--- config.mk ---
export PLATFORM = sky130hd
export DESIGN_NAME = mu0_mmio_bridge
export DESIGN_NICKNAME = d
export VERILOG_FILES = /design/src/rtl/mu0_mmio_bridge.sv
export SDC_FILE = /design/constraint.sdc
export NUM_CORES = 1
export LEC_CHECK = 0
export CAP_MARGIN = 20
export CORE_ASPECT_RATIO = 0.5
export CORE_MARGIN = 4
export CORE_UTILIZATION = 30
export DETAILED_ROUTE_END_ITERATION = 6
export SYNTH_ARGS = -nofsm -noshare
export SYNTH_HDL_FRONTEND = slang
export SYNTH_SLANG_ARGS = --single-unit
--- constraint.sdc ---
create_clock -name clk -period 5.1 [get_ports clk]
set_input_delay 1.53 -clock clk [delete_from_list [all_inputs] [get_ports clk]]
set_output_delay 1.53 -clock clk [all_outputs]
set_load 0.005 [all_outputs]
--- src/rtl/mu0_mmio_bridge.sv ---
// mu0_mmio_bridge: sits between the MU0 data port and the dual-port RAM.
// A 4-word window at MMIO_BASE is served locally (output FIFO, status,
// cycle counter); every other address goes straight to the RAM. MMIO reads
// are registered so they arrive with the same one-cycle latency as RAM reads.
module mu0_mmio_bridge #(
    parameter logic [11:0] MMIO_BASE  = 12'hFF0,
    parameter int          FIFO_DEPTH = 8
) (
    input  logic        clk,
    input  logic        rst,
    input  logic [11:0] address,
    input  logic        write,
    input  logic        read,
    input  logic [15:0] writedata,
    output logic [15:0] readdata,
    input  logic [11:0] address2,
    output logic [15:0] readdata2,
    output logic [11:0] ram_address,
    output logic [11:0] ram_address2,
    output logic        ram_write,
    output logic        ram_read,
    output logic [15:0] ram_writedata,
    input  logic [15:0] ram_readdata,
    input  logic [15:0] ram_readdata2,
    output logic        out_valid,
    output logic [15:0] out_data,
    input  logic        out_ready
);

    localparam int         PTR_W   = $clog2(FIFO_DEPTH);
    localparam logic [4:0] DEPTH_C = 5'(FIFO_DEPTH);

    // decode and handshake
    logic             mmio_hit_s;
    logic [1:0]       offset_s;
    logic             wr_data_sel_s;
    logic             wr_stat_sel_s;
    logic             push_s;
    logic             pop_s;

    // FIFO state
    logic [15:0]      fifo_mem_r [FIFO_DEPTH];
    logic [PTR_W-1:0] wr_ptr_r;
    logic [PTR_W-1:0] rd_ptr_r;
    logic [PTR_W-1:0] wr_ptr_nxt_s;
    logic [PTR_W-1:0] rd_ptr_nxt_s;
    logic [4:0]       count_r;
    logic [4:0]       count_nxt_s;
    logic             full_r;
    logic             empty_r;
    logic             ovf_r;
    logic             ovf_nxt_s;
    logic             out_valid_r;
    logic [15:0]      out_data_r;
    logic [15:0]      head_nxt_s;

    // register file / read path
    logic [15:0]      cycles_r;
    logic [15:0]      status_s;
    logic [15:0]      mmio_val_s;
    logic [15:0]      mmio_rdata_r;
    logic             sel_mmio_r;

    // RAM and fetch ports are pass-through; strobes are masked inside the window
    assign ram_address   = address;
    assign ram_writedata = writedata;
    assign ram_write     = write & ~mmio_hit_s;
    assign ram_read      = read & ~mmio_hit_s;
    assign ram_address2  = address2;
    assign readdata2     = ram_readdata2;

    assign out_valid = out_valid_r;
    assign out_data  = out_data_r;
    assign readdata  = sel_mmio_r ? mmio_rdata_r : ram_readdata;

    // address decode and FIFO push/pop qualification
    always_comb begin
        mmio_hit_s    = (address[11:2] == MMIO_BASE[11:2]);
        offset_s      = address[1:0];
        wr_data_sel_s = write & mmio_hit_s & (offset_s == 2'd0);
        wr_stat_sel_s = write & mmio_hit_s & (offset_s == 2'd1);
        pop_s         = out_valid_r & out_ready;
        // a full FIFO still accepts a word when the head leaves on the same edge
        push_s        = wr_data_sel_s & (~full_r | pop_s);
    end

    // next FIFO state, sticky overflow, and the word that becomes the new head
    always_comb begin
        wr_ptr_nxt_s = wr_ptr_r;
        rd_ptr_nxt_s = rd_ptr_r;
        count_nxt_s  = count_r;
        ovf_nxt_s    = ovf_r;
        head_nxt_s   = out_data_r;

        if (push_s) begin
            wr_ptr_nxt_s = wr_ptr_r + PTR_W'(1'b1);
        end else begin
            wr_ptr_nxt_s = wr_ptr_r;
        end

        if (pop_s) begin
            rd_ptr_nxt_s = rd_ptr_r + PTR_W'(1'b1);
        end else begin
            rd_ptr_nxt_s = rd_ptr_r;
        end

        case ({push_s, pop_s})
            2'b10:   count_nxt_s = count_r + 5'd1;
            2'b01:   count_nxt_s = count_r - 5'd1;
            default: count_nxt_s = count_r;
        endcase

        if (wr_stat_sel_s) begin
            ovf_nxt_s = 1'b0;
        end else if (wr_data_sel_s && !push_s) begin
            ovf_nxt_s = 1'b1;
        end else begin
            ovf_nxt_s = ovf_r;
        end

        // the head slot may be the one being written this edge (empty, or one
        // entry with simultaneous push/pop), so bypass the incoming word then
        if (count_nxt_s == 5'd0) begin
            head_nxt_s = out_data_r;
        end else if (push_s && (wr_ptr_r == rd_ptr_nxt_s)) begin
            head_nxt_s = writedata;
        end else begin
            head_nxt_s = fifo_mem_r[rd_ptr_nxt_s];
        end
    end

    // value of the addressed MMIO register before this edge
    always_comb begin
        status_s = {7'b0, count_r, 1'b0, ovf_r, empty_r, full_r};
        case (offset_s)
            2'd1:    mmio_val_s = status_s;
            2'd2:    mmio_val_s = cycles_r;
            default: mmio_val_s = 16'h0000;
        endcase
    end

    // FIFO storage; contents need no reset since pointers/count define validity
    always_ff @(posedge clk) begin
        if (push_s) begin
            fifo_mem_r[wr_ptr_r] <= writedata;
        end
    end

    // FIFO control, registered flags and registered stream head
    always_ff @(posedge clk or negedge rst) begin
        if (!rst) begin
            wr_ptr_r    <= '0;
            rd_ptr_r    <= '0;
            count_r     <= 5'd0;
            full_r      <= 1'b0;
            empty_r     <= 1'b1;
            ovf_r       <= 1'b0;
            out_valid_r <= 1'b0;
            out_data_r  <= 16'h0000;
        end else begin
            wr_ptr_r    <= wr_ptr_nxt_s;
            rd_ptr_r    <= rd_ptr_nxt_s;
            count_r     <= count_nxt_s;
            full_r      <= (count_nxt_s == DEPTH_C);
            empty_r     <= (count_nxt_s == 5'd0);
            ovf_r       <= ovf_nxt_s;
            out_valid_r <= (count_nxt_s != 5'd0);
            out_data_r  <= head_nxt_s;
        end
    end

    // free-running cycle counter, wraps naturally at 16 bits
    always_ff @(posedge clk or negedge rst) begin
        if (!rst) begin
            cycles_r <= 16'h0000;
        end else begin
            cycles_r <= cycles_r + 16'd1;
        end
    end

    // capture read source and MMIO data on every read edge, hold otherwise
    always_ff @(posedge clk or negedge rst) begin
        if (!rst) begin
            sel_mmio_r   <= 1'b0;
            mmio_rdata_r <= 16'h0000;
        end else if (read) begin
            sel_mmio_r   <= mmio_hit_s;
            mmio_rdata_r <= mmio_hit_s ? mmio_val_s : 16'h0000;
        end else begin
            sel_mmio_r   <= sel_mmio_r;
            mmio_rdata_r <= mmio_rdata_r;
        end
    end

endmodule

---- Word-level counts from Yosys, hierarchy flattened ----
Memory sizes are Yosys's and may differ from the RTL's. A register that Yosys moved wholly into a read port is not among the register bits.
Index checks and enable logic that the tools add are counted.
cells by class
  $add $sub $neg .......................... 5
  equal/unequal tests ..................... 6
  muxes and demuxes ....................... 9
  bitwise logic cells ..................... 10
  reduce and logical (&&, ||, !) cells .... 8
operator list
  kind                     count
  $mux W16                 2
  $pmux W16 S2             1
  $add A16 B1 Y16 const B  1
  $eq A10 B10 Y1 const B   1
  $pmux W5 S2              1
  $and A1 B1 Y1            7
  $add A3 B1 Y3 const B    2
  $add A5 B1 Y5 const B    1
  $eq A5 B4 Y1 const B     1
  $logic_not A5 Y1         1
  $reduce_bool A5 Y1       1
  $sub A5 B1 Y5 const B    1
  $eq A2 B1 Y1 const B     2
  $eq A2 B2 Y1 const B     2
  $mux W1                  4
  $logic_not A1 Y1         3
  $mux W3                  1
  $logic_not A2 Y1         1
  $not A1 Y1               2
  $reduce_bool A2 Y1       1
  $logic_and A1 B1 Y1      1
  $or A1 B1 Y1             1
word-level totals
  bits in registers ....................... 48
  memory bits (writable) .................. 128
  input port bits ......................... 77
  logic and storage cells ................. 49
  memories kept ........................... 1
memory list
  name        words  bits a word  rd ports  clocked after memory_dff  write ports  RTL line  RTL
  fifo_mem_r  8      16           1         1                         1            42        logic [15:0] fifo_mem_r [FIFO_DEPTH];

---- Depth between registers and ports, before layout ----
  depth in word-level cells ............... 8
  depth in mapped cells ................... 17
  gate-level depth less buffers ........... 13

---- Least setup slack after synthesis ----
Ideal clock, no wire load.
  path type ............................... input -> register
  from .................................... in address[2]
  to ...................................... reg out_data_r[10] (netlist: out_data[10]), read port of fifo_mem_r
  setup time .............................. 125 ps
  arrival time ............................ 4998 ps
  required time ........................... 4975 ps
  setup slack ............................. -22 ps
  stages .................................. 17
  buffers on the path ..................... 4
  path through ............................ nand4bb_1 > nor3_2 > and4_1 > clkbuf_1 > clkinv_1 > ha_1 > buf_2 > xor2_1 > ha_1 > a21o_1 > a21oi_1 > nor4_2 > xnor2_1 > and4_1 > buf_2 > clkbuf_1 > mux2_2
on the way
  cells in the longest elaborated chain, start to end .. 8
RTL lines
  what                                          RTL line  RTL
  start: declaration                            11        input logic [11:0] address,
  $eq A10 B10 Y1 *                              78        mmio_hit_s = (address[11:2] == MMIO_BASE[11:2]);
  $and A1 B1 Y1 * (2 in series)                 80        wr_data_sel_s = write & mmio_hit_s & (offset_s == 2'd0);
  $and A1 B1 Y1 *                               84        push_s = wr_data_sel_s & (~full_r | pop_s);
  $eq A2 B1 Y1 or $eq A2 B2 Y1 (tied branches)  107       case ({push_s, pop_s})
  $pmux W5 S2 *                                 107
  $logic_not A5 Y1 *                            123       if (count_nxt_s == 5'd0) begin
  $logic_not A1 Y1 (no line) *                  n/a
  end: declaration                              54        logic [15:0] out_data_r;
Mark *: on every way between the ends. The rest lies on a longest branch, timed or not.
A chain may end at the register's enable or synchronous reset.

---- Worst setup path in the final report ----
  from .................................... in address[3]
  to ...................................... out ram_write
on the way
  cells in the longest elaborated chain, start to end .. 3
RTL lines
  what              RTL line  RTL
  $eq A10 B10 Y1    78
  $not A1 Y1        67        assign ram_write = write & ~mmio_hit_s;
  $and A1 B1 Y1     67
  end: declaration  20        output logic ram_write,
No other way between the ends.

==> metrics.md <==
| Metric | Value |
|---|---|
| Skew final | roughly 0.010 ns |
| Peak VDD IR | 284 uV |
| Die footprint | 0.0314 sq mm |
| Synth Area in Compound Gates | 2.49% |
| H-tree depth | 4 |
| Relative slew slack | 35.6% |
| CP Capture Type | output port |
| Seq pwr share | 38.5% |
| Remaining antenna violation count after routing | 0 |
| Clock slew at reported path FFs | ~0.06 ns |
| Arr. time, crit path | 3.17 ns |
| HP Class | reg -> reg |
| Reg-to-Reg Start | out_valid |
| Initial core utilization | 30.7% |
| Drt wl/cell | 17.3 um |
| Net Sw Frac | between 20% and 30% |
| WL final | 17,500 um |
| Clock Sinks | 192 |
| Clk_lat worst skew | 0.43 ns |
| WHS | about 0.48 ns |
| GRT overflow | 0 |
| Slew Viols, Final | 0 |
| Die Ht | between 100 and 150 um |
| Largest family of logic cells by synthesized area | multiplexers |
| Row count | 43 |
| PwrDens | 468 mW/mm^2 |
| Required @ worst endpoint | 3.57 ns |
| Clock buffer depth | 2 |
| Largest net degree at the start of global routing | 43 |
| DRC | 0 |
| WS Path Type | in -> out |
| Vias/cell | 4.53 |
| Adder-cell share of the synthesized area | 1.32% |
| Antenna fix cells | 0 |
| Post-CTS setup buffers | 0 |
| Post_cts resized | 0 |
| LEAKAGE | between 3 and 4 nW |
| Initial antenna violation count | 0 |
| Distinct cells, synth | 45 |
| Final hold vios | 0 |
| CP peak stage delay | 0.55 ns |
| Post-layout net count | 700 |
| Die span in x | 247 um |
| Crit path time final | 4.70 ns |
| Clk root buf | clkbuf_16 |
| #FFs+latches synth | 192 |
| First-pass GRT wire length | 27,500 um |
| Vias in the first global route | between 4,000 and 5,000 |
| XOR/XNOR Fraction of Synth Area | under 10% |
| Synthesized instance count | 539 |
| Most frequent CP cell | clkdlybuf4s50_1 |
| Seq/Total Area, Yosys | 63.7% |
| Peak Freq | 213 MHz |
| Switch Pwr | 1.34 mW |
| Dpl hpwl | about 12,000 um |
| Worst-path fanout max | 7 |
| Num CTS Buffers | 17 |
| Drt pass-1 iters | 4 |
| Ys async rst share | ~33% |
| Crit-path cells | clkdlybuf4s50_1 > nand4bb_1 > nor3_2 > buf_4 > nor2b_1 > clkdlybuf4s50_1 |
| Slowest cell on the critical path | clkdlybuf4s50_1 |
| Mux share of post-synthesis cell area | roughly 17% |
| Main synth FF type | edfxtp_1 |
| Unrepaired setup endpoints after global routing | no |
| Cts hold-fix bufs | 0 |
| Routability cong. | about 0.74 |
| Core ar. | 0.0279 sq mm |
| Drt initial violations | approximately 320 |
| DR vias | 4,572 |
| Status | finished, final reports clean |
| IO Pins | around 170 |
| Combinational share of power | approximately a third |
| Cell Area, Synth | 0.00855 sq mm |
| Crit path from | address[3] |
| Min-delay src | cycles_r[15] |
| Share of cells above drive strength 1 | 26.0% |
| Worst setup SP type | primary input |
| Worst Tran Pin Value | 0.967 ns |
| Post-synth EDFFs | 128 |
| Syn avg cell area | between 15 and 20 sq um |
| Max-cap viol count | 0 |
| Setup violators final | 0 |
| Total GRT Usage | a little under an eighth |
| Synth Area in Simple Gates | 4.48% |
| Area Growth Syn to Fin | 22.0% |
| Cell internal pwr | approximately 3.5 mW |
| Total Neg Setup Slack | 0 ns |
| CTS tree | done |
| IO buf count | 111 |
| Syn Nets | ~630 |
| Final period util | 92.1% |
| Yosys warning total | 0 |
| Clk pwr share | 26.4% |
==> final timing paths <==
check	slack [ns]	end	cells after the start
min reg2reg	0.48	cycles_r[15]	1
max	0.40	ram_write	6
max reg2reg	1.99	out_data[5]	14
min	0.48	cycles_r[15]	1
max in group asynchronous	2.94	out_data[13]	2
min in group asynchronous	1.26	out_data[15]	1
==> flip-flops by register name (all words and copies together) (netlist names), 3 cells and up <==
signal,count
cycles_r,16
count_r,5
mmio_rdata_r,16
fifo_mem_r,128
wr_ptr_r,3
out_data,16
rd_ptr_r,3
==> stage by stage <==
stage | std cells | power [mW] | utilization (%) | instance area [sq um] | worst slack, ns
floorplan | 539 | 3.19 | - | 8550 | 0.106
global placement | 977 | 3.64 | 35.4 | 9860 | 0.213
detailed placement | 977 | 3.67 | 35.4 | 9860 | 0.151
CTS | 1009 | 4.97 | 37.4 | 10400 | 0.356
global route | 1009 | 5.17 | 37.4 | 10400 | 0.298
finish | 1009 | 4.88 | 37.4 | 10400 | 0.405
==> critical path: cells and delay by family <==
family	cells	cell delay (ns)
buffers and inverters	3	1.19
and+or+nand+nor	3	0.44
==> logic make-up after synthesis <==
group                    count (synthesis)
XOR/XNOR                                28
flip-flops                             192
buffers and inverters                  106
AND/OR/NAND/NOR                         71
multiplexers                            99
AO/OA/AOI/OAI                           34
adder cells (fa/ha/maj)                  9
==> power by group through the flow <==
stage / clock network (mW) / logic, mW / registers [mW]
6_report: 1.29 / 1.71 / 1.88
5_1_grt: 1.39 / 1.88 / 1.89
4_1_cts: 1.32 / 1.76 / 1.88
3_5_place_dp: 0 / 1.76 / 1.91
3_3_place_gp: 0 / 1.73 / 1.91
2_1_floorplan: 0 / 1.31 / 1.87
==> cell type report <==
cell class                 count  area, sq um
multi-input combinational    241         2490
inverter                      25         93.8
sequential                   192         5450
clock buffer                  21          450
tap                          382          478
clock inverter                11          124
timing repair buffer         137         1350
fill                        2624        17400
==> layer usage <==
| layer | share of wire (%) | wire (um) | GRT usage (%) | up-vias |
|---|---|---|---|---|
| met4 | 1.9 | 332 | 3.97 | 0 |
| met3 | 4.1 | 712 | 2.43 | 33 |
| li1 | - | - | - | 2098 |
| met5 | 0 | 0 | 0 | - |
| met1 | 45 | 7790 | 14.8 | 2344 |
| met2 | 49 | 8650 | 19.3 | 97 |
==> Yosys cell counts (all sizes together) (8+ instances only) <==
cell type    n  area, sq um
o22ai        8         50.1
mux2        67          758
nor2        12         45.0
xor2         8         70.1
mux4        32          736
edfxtp     128         3840
buf         66          508
ha           9          113
inv         24         90.1
a22oi        8         60.1
xnor2       20          175
dfrtp       63         1580
nand2       25         96.4
o21ai        9         45.0
clkbuf      15         56.3
==> placed cells by master, fill, tap and decap left out, types with 9 or more instances in the layout <==
cell type        instances
ha_1                     9
mux4_2                  28
dfrtp_1                 63
clkbuf_16               17
xnor2_1                 18
clkdlybuf4s50_1        110
nor2_1                  12
o21ai_0                  9
inv_1                   24
mux2_2                  66
nand2_1                 24
buf_4                   22
edfxtp_1               128
No activity file was read; power rests on OpenSTA's default activity.
